**src/rtl/fb_pkg.sv**
```systemverilog
// Framebuffer arbiter shared constants and types.
// Geometry, RAM widths and the read-pipeline tag.
package fb_pkg;

  localparam int H_ACTIVE = 200;
  localparam int V_REPEAT = 4;
  localparam int FB_WORDS = 30000;
  localparam int ADDR_W   = 15;
  localparam int DATA_W   = 3;

  typedef enum logic [1:0] {
    TAG_NONE,
    TAG_SCAN,
    TAG_HOST
  } rd_tag_e;

endpackage

```
**src/rtl/fb_scan_addr_gen.sv**
```systemverilog
// Scanout address generator: line_base, rep_cnt, scan_addr, overrun.
// Ports: frame/line pulses, fetch_en in; scan_addr, scan_oob, scan_overrun out.
module fb_scan_addr_gen
  import fb_pkg::*;
(
  input  logic              clk,
  input  logic              rst_n,
  input  logic              frame_start,
  input  logic              line_start,
  input  logic              fetch_en,
  output logic [ADDR_W-1:0] scan_addr,
  output logic              scan_oob,
  output logic              scan_overrun
);

  localparam int REP_W = (V_REPEAT > 1) ? $clog2(V_REPEAT) : 1;
  localparam logic [REP_W-1:0] REP_LAST = REP_W'(V_REPEAT - 1);

  logic [ADDR_W-1:0] line_base;
  logic [ADDR_W-1:0] line_base_d;
  logic [ADDR_W-1:0] base_clr;
  logic [ADDR_W-1:0] scan_addr_d;
  logic [REP_W-1:0]  rep_cnt;
  logic [REP_W-1:0]  rep_cnt_d;
  logic [REP_W-1:0]  rep_clr;
  logic              overrun_d;

  assign scan_oob = {{(32-ADDR_W){1'b0}}, scan_addr} >= 32'(FB_WORDS);

  // frame_start is applied first so a coincident line_start
  // sees the cleared base and repeat count.
  always_comb begin
    base_clr    = frame_start ? '0 : line_base;
    rep_clr     = frame_start ? '0 : rep_cnt;
    line_base_d = base_clr;
    rep_cnt_d   = rep_clr;
    scan_addr_d = scan_addr;
    overrun_d   = scan_overrun;
    if (line_start) begin
      scan_addr_d = base_clr;
      if (rep_clr == REP_LAST) begin
        rep_cnt_d   = '0;
        line_base_d = base_clr + ADDR_W'(H_ACTIVE);
      end else begin
        rep_cnt_d = rep_clr + REP_W'(1);
      end
    end else if (fetch_en) begin
      scan_addr_d = scan_addr + ADDR_W'(1);
    end
    if (frame_start)
      overrun_d = 1'b0;
    else if (fetch_en && scan_oob)
      overrun_d = 1'b1;
  end

  always_ff @(posedge clk or negedge rst_n) begin
    if (!rst_n) begin
      line_base    <= '0;
      rep_cnt      <= '0;
      scan_addr    <= '0;
      scan_overrun <= 1'b0;
    end else begin
      line_base    <= line_base_d;
      rep_cnt      <= rep_cnt_d;
      scan_addr    <= scan_addr_d;
      scan_overrun <= overrun_d;
    end
  end

endmodule

```
**src/rtl/fb_scan_arbiter.sv**
```systemverilog
// Single-port framebuffer arbiter: scanout has fixed priority over host.
// Ports: timing pulses/fetch_en, pixel out, host cmd/rsp, RAM port, overrun.
module fb_scan_arbiter
  import fb_pkg::*;
(
  input  logic              CLK,
  input  logic              RESETN,
  input  logic              frame_start,
  input  logic              line_start,
  input  logic              fetch_en,
  output logic              pix_valid,
  output logic [DATA_W-1:0] pix_data,
  input  logic              cmd_valid,
  output logic              cmd_ready,
  input  logic              cmd_we,
  input  logic [ADDR_W-1:0] cmd_addr,
  input  logic [DATA_W-1:0] cmd_wdata,
  output logic              rsp_valid,
  output logic [DATA_W-1:0] rsp_rdata,
  output logic              ram_en,
  output logic              ram_we,
  output logic [ADDR_W-1:0] ram_addr,
  output logic [DATA_W-1:0] ram_wdata,
  input  logic [DATA_W-1:0] ram_rdata,
  output logic              scan_overrun
);

  logic [ADDR_W-1:0] scan_addr;
  logic              scan_oob;
  logic              host_go;
  rd_tag_e           tag_d;
  rd_tag_e           tag_q;
  logic              zero_q;

  fb_scan_addr_gen u_addr (
    .clk          (CLK),
    .rst_n        (RESETN),
    .frame_start  (frame_start),
    .line_start   (line_start),
    .fetch_en     (fetch_en),
    .scan_addr    (scan_addr),
    .scan_oob     (scan_oob),
    .scan_overrun (scan_overrun)
  );

  assign cmd_ready = !fetch_en;
  assign host_go   = cmd_valid && !fetch_en;

  // Out-of-range scan fetches skip the RAM; their pixel is forced to 0.
  assign ram_en    = fetch_en ? !scan_oob : cmd_valid;
  assign ram_we    = host_go && cmd_we;
  assign ram_addr  = fetch_en ? scan_addr : cmd_addr;
  assign ram_wdata = cmd_wdata;

  always_comb begin
    tag_d = TAG_NONE;
    unique case (1'b1)
      fetch_en:            tag_d = TAG_SCAN;
      host_go && !cmd_we:  tag_d = TAG_HOST;
      default:             tag_d = TAG_NONE;
    endcase
  end

  always_ff @(posedge CLK or negedge RESETN) begin
    if (!RESETN) begin
      tag_q  <= TAG_NONE;
      zero_q <= 1'b0;
    end else begin
      tag_q  <= tag_d;
      zero_q <= fetch_en && scan_oob;
    end
  end

  always_ff @(posedge CLK or negedge RESETN) begin
    if (!RESETN) begin
      pix_valid <= 1'b0;
      pix_data  <= '0;
      rsp_valid <= 1'b0;
      rsp_rdata <= '0;
    end else begin
      pix_valid <= (tag_q == TAG_SCAN);
      rsp_valid <= (tag_q == TAG_HOST);
      if (tag_q == TAG_SCAN)
        pix_data <= zero_q ? '0 : ram_rdata;
      if (tag_q == TAG_HOST)
        rsp_rdata <= ram_rdata;
    end
  end

endmodule

```
**config.mk**
```make
export PLATFORM = sky130hd
export DESIGN_NAME = fb_scan_arbiter
export DESIGN_NICKNAME = d
export VERILOG_FILES = /design/src/rtl/fb_pkg.sv /design/src/rtl/fb_scan_addr_gen.sv /design/src/rtl/fb_scan_arbiter.sv
export SDC_FILE = /design/constraint.sdc
export NUM_CORES = 1
export LEC_CHECK = 0
export ABC_AREA = 1
export BUFFER_PORTS_ARGS = -buffer_cell sky130_fd_sc_hd__buf_4
export CAP_MARGIN = 40
export CORE_MARGIN = 2
export CORE_UTILIZATION = 49
export CTS_BUF_LIST = sky130_fd_sc_hd__clkbuf_8
export DETAILED_ROUTE_END_ITERATION = 10
export PLACE_DENSITY = 0.81
export SLEW_MARGIN = 20
export SYNTH_ARGS = -nofsm -noshare
export SYNTH_HDL_FRONTEND = slang
export SYNTH_SLANG_ARGS = --single-unit
```
**constraint.sdc**
```tcl
create_clock -name CLK -period 1.8 [get_ports CLK]
set_clock_uncertainty 0.05 [all_clocks]
set_input_delay 0 -clock CLK [delete_from_list [all_inputs] [get_ports CLK]]
set_output_delay 0 -clock CLK [all_outputs]
set_load 0.01 [all_outputs]
```
==> impl_results.md, run 1 <==
- Final Net Count: 445
- Max-Slew Margin vs Limit: 62.1%
- Power density over the cells: 709 nW/um^2
- Buffers added on ports: 51
- Clk pin slew, worst setup/hold paths: 80 ps
- Crit-path max FO: 14
- Die Ht: 76.6 um
- Worst path bufs/invs: 5
- CTS tree: yes
- CP Launch Type: primary input
- Min-Delay Endpoint: u_addr.rep_cnt[1]
- CP Cell Sequence: dlygate4sd3_1, buf_4, clkinvlp_4, buf_4, nor2_2, inv_1, o21ai_0, o21ai_1, o21ai_0
- Sink Count: 44
- DP Cell Count: 461
- Die Wd: 76.6 um
- Seq cells post-synth: 44
- Drt drc: 0
- 1st-iter DRT viols: 176
- Post-layout minimum cycle time: 1600 ps
- First-pass GRT wire length: 10,700 um
- Row count: 26
- FFs w/ async S/R, synth: 100%
- Final HPWL DP: 4450 um
- Syn_nets: 382
- CORE AREA: 5110 sq um
- Mean Syn Cell Area: 7.38 sq um
- Leak: 1.68 nW
- I/O pins: 58
- Total Routed Length: 6220 um
- Dominant cells by area after synthesis: dfrtp_1 43%, nand2_1 14%, inv_1 7.6%
- Mapped Cells: 350
- Routed via count: 2,440
- Number of max-cap violations: 0
- Synthesis-to-layout area growth: 26.6%
- Root Buffer: clkbuf_8
- DIE AREA: 5870 sq um
- Worst-Skew Late Latency: 300 ps
- Main synth FF type: dfrtp_1
- Total gr overflow: 0
- Vias in the first global route: 2,404
- Most frequent cell after synthesis: nand2_1
- Period utilisation layout: 89.0%
- Antenna violations before repair: 0
- Outcome: finished, final reports clean
- CP Class: primary input to flip-flop
- GR Util All Layers: 22.2%
- YS warnings: 0
- Critical Path End Type: flip-flop
- Hold WC Path Type: primary input to flip-flop
- Via/cell ratio: 5.04
- Cell Area, Synth: 2580 sq um
- Critical R2R Launch: u_addr.scan_addr[0]
- RePlAce Congestion: 0.845
- Worst R2R Setup Slack: 250 ps
- R2r endpoint: u_addr.scan_addr[14]
- Ratio of cells with drive above 1 in the final layout: 21.0%
- Crit path max-delay cell type: dlygate4sd3_1
- Largest net degree at the start of global routing: 45
- Final Max Tran Viols: 0
- Path depth of the worst reg2reg path: 8
- Fin cells: 484
- Routed Antenna Nets: 0
- Crit. path cell count: 9
- Max Fclk: 0.624 GHz
- Drt wl/cell: 12.8 um
- # H-tree levels: 2
- Synth area leader: dfrtp_1
- Cell family with most CP delay: buffers and inverters
- RSZ-0062 raised after global routing: false
- Seq/Total Area, Yosys: 42.6%
- Ant. Diodes: 0
- CP peak stage delay: 520 ps
- CP arrival: 1780 ps
- Worst-margin pin slew: 568 ps
- First-pass iteration count of the detailed router: 4
- Setup violators final: 0
- CTS Buf Count: 5
- Library cells used by synthesis: 29
- Hold Path Origin: frame_start
- CP required: 1980 ps
- Sum Neg Setup Slack: 0 ps
- Post-synth top cells: 97 x nand2_1, 52 x inv_1, 44 x dfrtp_1, 34 x nor2_1, 23 x o21ai_0
- Final hold vios: 0
- Hold Crit Depth: 4
- Area share of the largest cell type after synthesis: 42.6%
- Worst-case clock buffer depth: 2
- Peak supply drop: 0.452 mV
- Initial Util: 50.6%
- EDFF count, synth: 0
-- registers in the layout, indices dropped and copies added (netlist names) --
name and flops:
rsp_valid 1, pix_valid 1, zero_q 1, u_addr.scan_overrun 1
u_addr.scan_addr 15, rsp_rdata 3, u_addr.rep_cnt 2, tag_q 2
pix_data 3, u_addr.line_base 15
-- cells by family (layout without fill, tap and decap cells) --
logic type / after synthesis / count (layout) / share of synthesized area (%)
AO/OA/AOI/OAI: 45 / 45 / 9.64
XOR/XNOR: 11 / 11 / 3.73
adder cells (fa/ha/maj): 4 / 4 / 1.94
buffers and inverters: 68 / 132 / 11.1
flip-flops: 44 / 44 / 42.6
AND/OR/NAND/NOR: 178 / 178 / 30.9
-- routing by layer --
layer / vias to the layer above / routed length (um) / track usage (%) / part of all wire, %
met5: - / 0 / 0 / 0
met4: 0 / 73 / 6.91 / 1.2
li1: 1222 / - / - / -
met3: 9 / 335 / 3.20 / 5.4
met1: 1129 / 2710 / 28.2 / 44
met2: 80 / 3100 / 39.0 / 50
-- report_power, final --
group | internal, mW | leakage (nW) | switching [mW]
clock network | 0.490 | 0.0645 | 0.335
registers | 1.05 | 0.578 | 0.0483
logic | 0.187 | 1.04 | 0.214
total | 1.72 | 1.68 | 0.598
-- per-stage QoR --
step                      setup WS [ps]  total power, mW  hold slack [ps]  utilization (%)  cell area, sq um
after detailed placement            242             1.48            -49.9             58.6              3000
after CTS                          92.6             2.32             44.3             63.7              3250
after floorplan                     453             1.31             -346                -              2580
after global routing               49.4             2.43             65.5             64.0              3270
final                               197             2.32             47.6             64.0              3270
after global placement              318             1.47            -49.9             58.6              3000
-- layout by cell type (no fill, tap or decap), types with 2 or more instances in the layout --
| cell type | n |
|---|---|
| ha_1 | 4 |
| xnor2_1 | 2 |
| nand3_1 | 22 |
| nor2_1 | 34 |
| nand3_2 | 2 |
| inv_2 | 3 |
| a21oi_1 | 8 |
| o211ai_1 | 2 |
| a31oi_1 | 2 |
| nor2_2 | 6 |
| o21ai_2 | 2 |
| o21ai_1 | 3 |
| dfrtp_1 | 44 |
| clkbuf_8 | 7 |
| nor2_4 | 4 |
| buf_4 | 56 |
| o21ai_0 | 23 |
| nor3_2 | 2 |
| o22ai_1 | 4 |
| xor2_1 | 9 |
| nand4_1 | 8 |
| dlygate4sd3_1 | 13 |
| nand2_1 | 97 |
| inv_1 | 51 |
-- how the worst max path moves through the flow --
stage	start	end	slack, ps
after floorplan	u_addr.rep_cnt[1]	u_addr.line_base[14]	450
final	fetch_en	u_addr.scan_addr[7]	200
after global placement	frame_start	u_addr.line_base[14]	320
after detailed placement	frame_start	u_addr.line_base[14]	240
after CTS	fetch_en	tag_q[1]	90
after global routing	u_addr.scan_addr[0]	u_addr.scan_addr[10]	50
-- repair_timing --
item / in CTS / in global routing
hold endpoints to repair: 59 / 0
endpoints found under the setup margin: 0 / 1
resized for setup: 0 / 1
setup buffers: 0 / 2
hold buffers: 13 / 0
-- layout make-up --
class | count | area (sq um)
fillers | 429 | 1840
multi-input cells | 238 | 1190
clock inverters | 1 | 30.0
well taps | 70 | 87.6
inverters | 55 | 210
flip-flops and latches | 44 | 1100
repair buffers | 69 | 551
clock buffers | 7 | 96.3
-- worst reg2reg max path: cells and delay by family (launching register included) --
family | cells | cell delay, ps
adders and majority gates | 1 | 250
DFF | 1 | 430
and+or+nand+nor | 7 | 760
Power figures use the tool's default switching activity.
==> inputs of run 2 (changes only) <==
- GPL_ROUTABILITY_DRIVEN: default -> 0
- GPL_TIMING_DRIVEN: default -> 0
- SETUP_SLACK_MARGIN: default -> 0.5
==> impl_results.md, run 2 (synthesis results as in run 1) <==
- CP Launch Type: flip-flop
- GR Util All Layers: 26.4% (+4.2 points)
- Worst-margin pin slew: 577 ps (+9.42 ps)
- Antenna violations before repair: 0 (unchanged)
- Post-layout minimum cycle time: 1410 ps (-191 ps)
- First-pass iteration count of the detailed router: 5 (+1)
- Setup violators final: 0 (unchanged)
- CORE AREA: 5110 sq um (unchanged)
- Number of max-cap violations: 0 (unchanged)
- Path depth of the worst reg2reg path: 6 (-2)
- Vias in the first global route: 2,756 (+15%)
- Final HPWL DP: 4520 um (+1.5%)
- Ratio of cells with drive above 1 in the final layout: 39.1% (+18 points)
- Ant. Diodes: 0 (unchanged)
- Synthesis-to-layout area growth: 47.5%
- Final Net Count: 486 (+9.2%)
- First-pass GRT wire length: 12,500 um (+17%)
- Clk pin slew, worst setup/hold paths: 90 ps (about the same)
- Max Fclk: 0.708 GHz (+14%)
- Total Routed Length: 8110 um (+31%)
- Failing checks: negative hold slack
- Most common cell after layout, fill and taps aside: nand2_1
- Initial Util: 50.6% (unchanged)
- CP arrival: 1360 ps (-420 ps)
- Worst-Skew Late Latency: 310 ps (about the same)
- Root Buffer: clkbuf_8
- # H-tree levels: 2 (unchanged)
- Final hold vios: 1 (+1)
- Max-Slew Margin vs Limit: 61.5% (-0.63 points)
- Via/cell ratio: 5.37 (+6.5%)
- I/O pins: 58 (unchanged)
- Switching power: 694 uW (+16%)
- P_int: 1.59 mW (-7.6%)
- Total gr overflow: 0 (unchanged)
- Outcome: finished, violations left
- Routed Antenna Nets: 0 (unchanged)
- Worst-case clock buffer depth: 2 (unchanged)
- Sum Neg Setup Slack: 0 ps (unchanged)
- Most frequent cells in the layout: 87 x nand2_1, 86 x buf_4, 43 x inv_1, 39 x dfrtp_1, 25 x nor2_1
- RSZ-0062 raised after global routing: true
- Period utilisation layout: 78.4% (-11 points)
- Hold Crit Depth: 3 (-1)
- Largest registers: u_addr.line_base: 15 flops, u_addr.scan_addr: 15 flops
- Drt wl/cell: 15.5 um (+20%)
- Sink Count: 44 (unchanged)
- CP Class: flip-flop to output pin
- Critical Path End Type: output pin
- CTS Buf Count: 5 (unchanged)
- 1st-iter DRT viols: 243 (+38%)
- Routed via count: 2,820 (+16%)
- PnR Total Power: 2.28 mW (-1.5%)
- Buffers added on ports: 53 (+3.9%)
- Die Wd: 76.6 um (unchanged)
- Clock power share: 29.7% (-5.9 points)
- Hold WC Path Type: primary input to flip-flop
- Row count: 26 (unchanged)
- Leak: 1.92 nW (+14%)
- CTS tree: yes
- Final Max Tran Viols: 0 (unchanged)
- DIE AREA: 5870 sq um (unchanged)
- Comb pwr share: 22.2% (+4.9 points)
- Seq pwr share: 48.1% (+1.0 points)
- Worst hold margin: -28.3 ps (-75.9 ps)
- Switch share: 30.4% (+4.6 points)
- Crit-path max FO: 4 (-10)
- Die Ht: 76.6 um (unchanged)
- Peak supply drop: 0.473 mV (+4.6%)
- Largest net degree at the start of global routing: 45 (unchanged)
- Drt drc: 0 (unchanged)
- # hold bufs at CTS: 8 (-5)
- Power density over the cells: 599 nW/um^2 (-15%)
- CP required: 1750 ps (-230 ps)
## run 2: changes by cell type in the layout (fill, tap and decap cells not counted), moves of 9 or more
| cell | before | now |
|---|---|---|
| nor2_1 | 34 | 25 |
| buf_6 | 0 | 9 |
| nand2_1 | 97 | 87 |
| buf_4 | 56 | 86 |
## run 2: timing repair
action | in CTS | in global routing
endpoints found under the hold margin | 55 | 1
buffers inserted | 23 | 12
gates resized for setup | 36 | 45
gates cloned | 1 | 0
pin swaps | 29 | 26
setup endpoints to repair | 18 | 30
## run 2: worst paths after layout
check                                     from                   to  slack [ps]
hold reg to reg                   rsp_rdata[0]         rsp_rdata[0]         430
setup / recovery           u_addr.scan_addr[6]               ram_en         390
min in group asynchronous               RESETN             tag_q[1]         160
max in group asynchronous               RESETN  u_addr.scan_addr[3]        1100
hold / removal                     frame_start  u_addr.line_base[8]         -30
setup reg to reg           u_addr.scan_addr[2]  u_addr.scan_addr[5]         410
## run 2: metal layers
layer / up-vias / track usage (%) / wire length, um
met2: 164 / 47.0 / 4180
li1: 1298 / - / -
met4: 0 / 9.27 / 240
met5: - / 0 / 0
met1: 1332 / 31.7 / 3080
met3: 26 / 5.33 / 616
## run 2: final cells by class
type | count | area, sq um
clock buffer | 6 | 82.6
tap | 70 | 87.6
clock inverter | 2 | 10.0
multi-input combinational | 239 | 1450
sequential | 44 | 1110
timing repair buffer | 96 | 767
fill | 359 | 1300
inverter | 55 | 221
buffer | 13 | 87.6
## run 2: through the flow
| step | instances | setup slack [ps] | area (sq um) | hold slack (ps) | utilization, % |
|---|---|---|---|---|---|
| after floorplan | 350 | 500 | 2610 | -346 | - |
| after global placement | 473 | 333 | 3100 | -19.3 | 60.6 |
| after detailed placement | 473 | 321 | 3100 | -18.1 | 60.6 |
| after CTS | 513 | 412 | 3560 | -7.13 | 69.8 |
| after global routing | 525 | 320 | 3810 | -21.9 | 74.6 |
| final | 525 | 388 | 3810 | -28.3 | 74.6 |
## run 2: worst max-delay path, stage by stage, from the launching register on
cell and delay (ps):
dfrtp_1 430, inv_2 110, nand3_2 90, nand3_2 70
nand2_1 50, nand2_1 70, inv_2 40, nor2_2 70
buf_4 120
## run 2: power groups by stage
stage	Clock (mW)	Combinational, mW	Sequential [mW]
floorplan	0	0.198	1.11
global placement	0	0.392	1.11
detailed placement	0	0.401	1.11
CTS	0.662	0.457	1.09
global route	0.722	0.551	1.11
finish	0.679	0.506	1.10
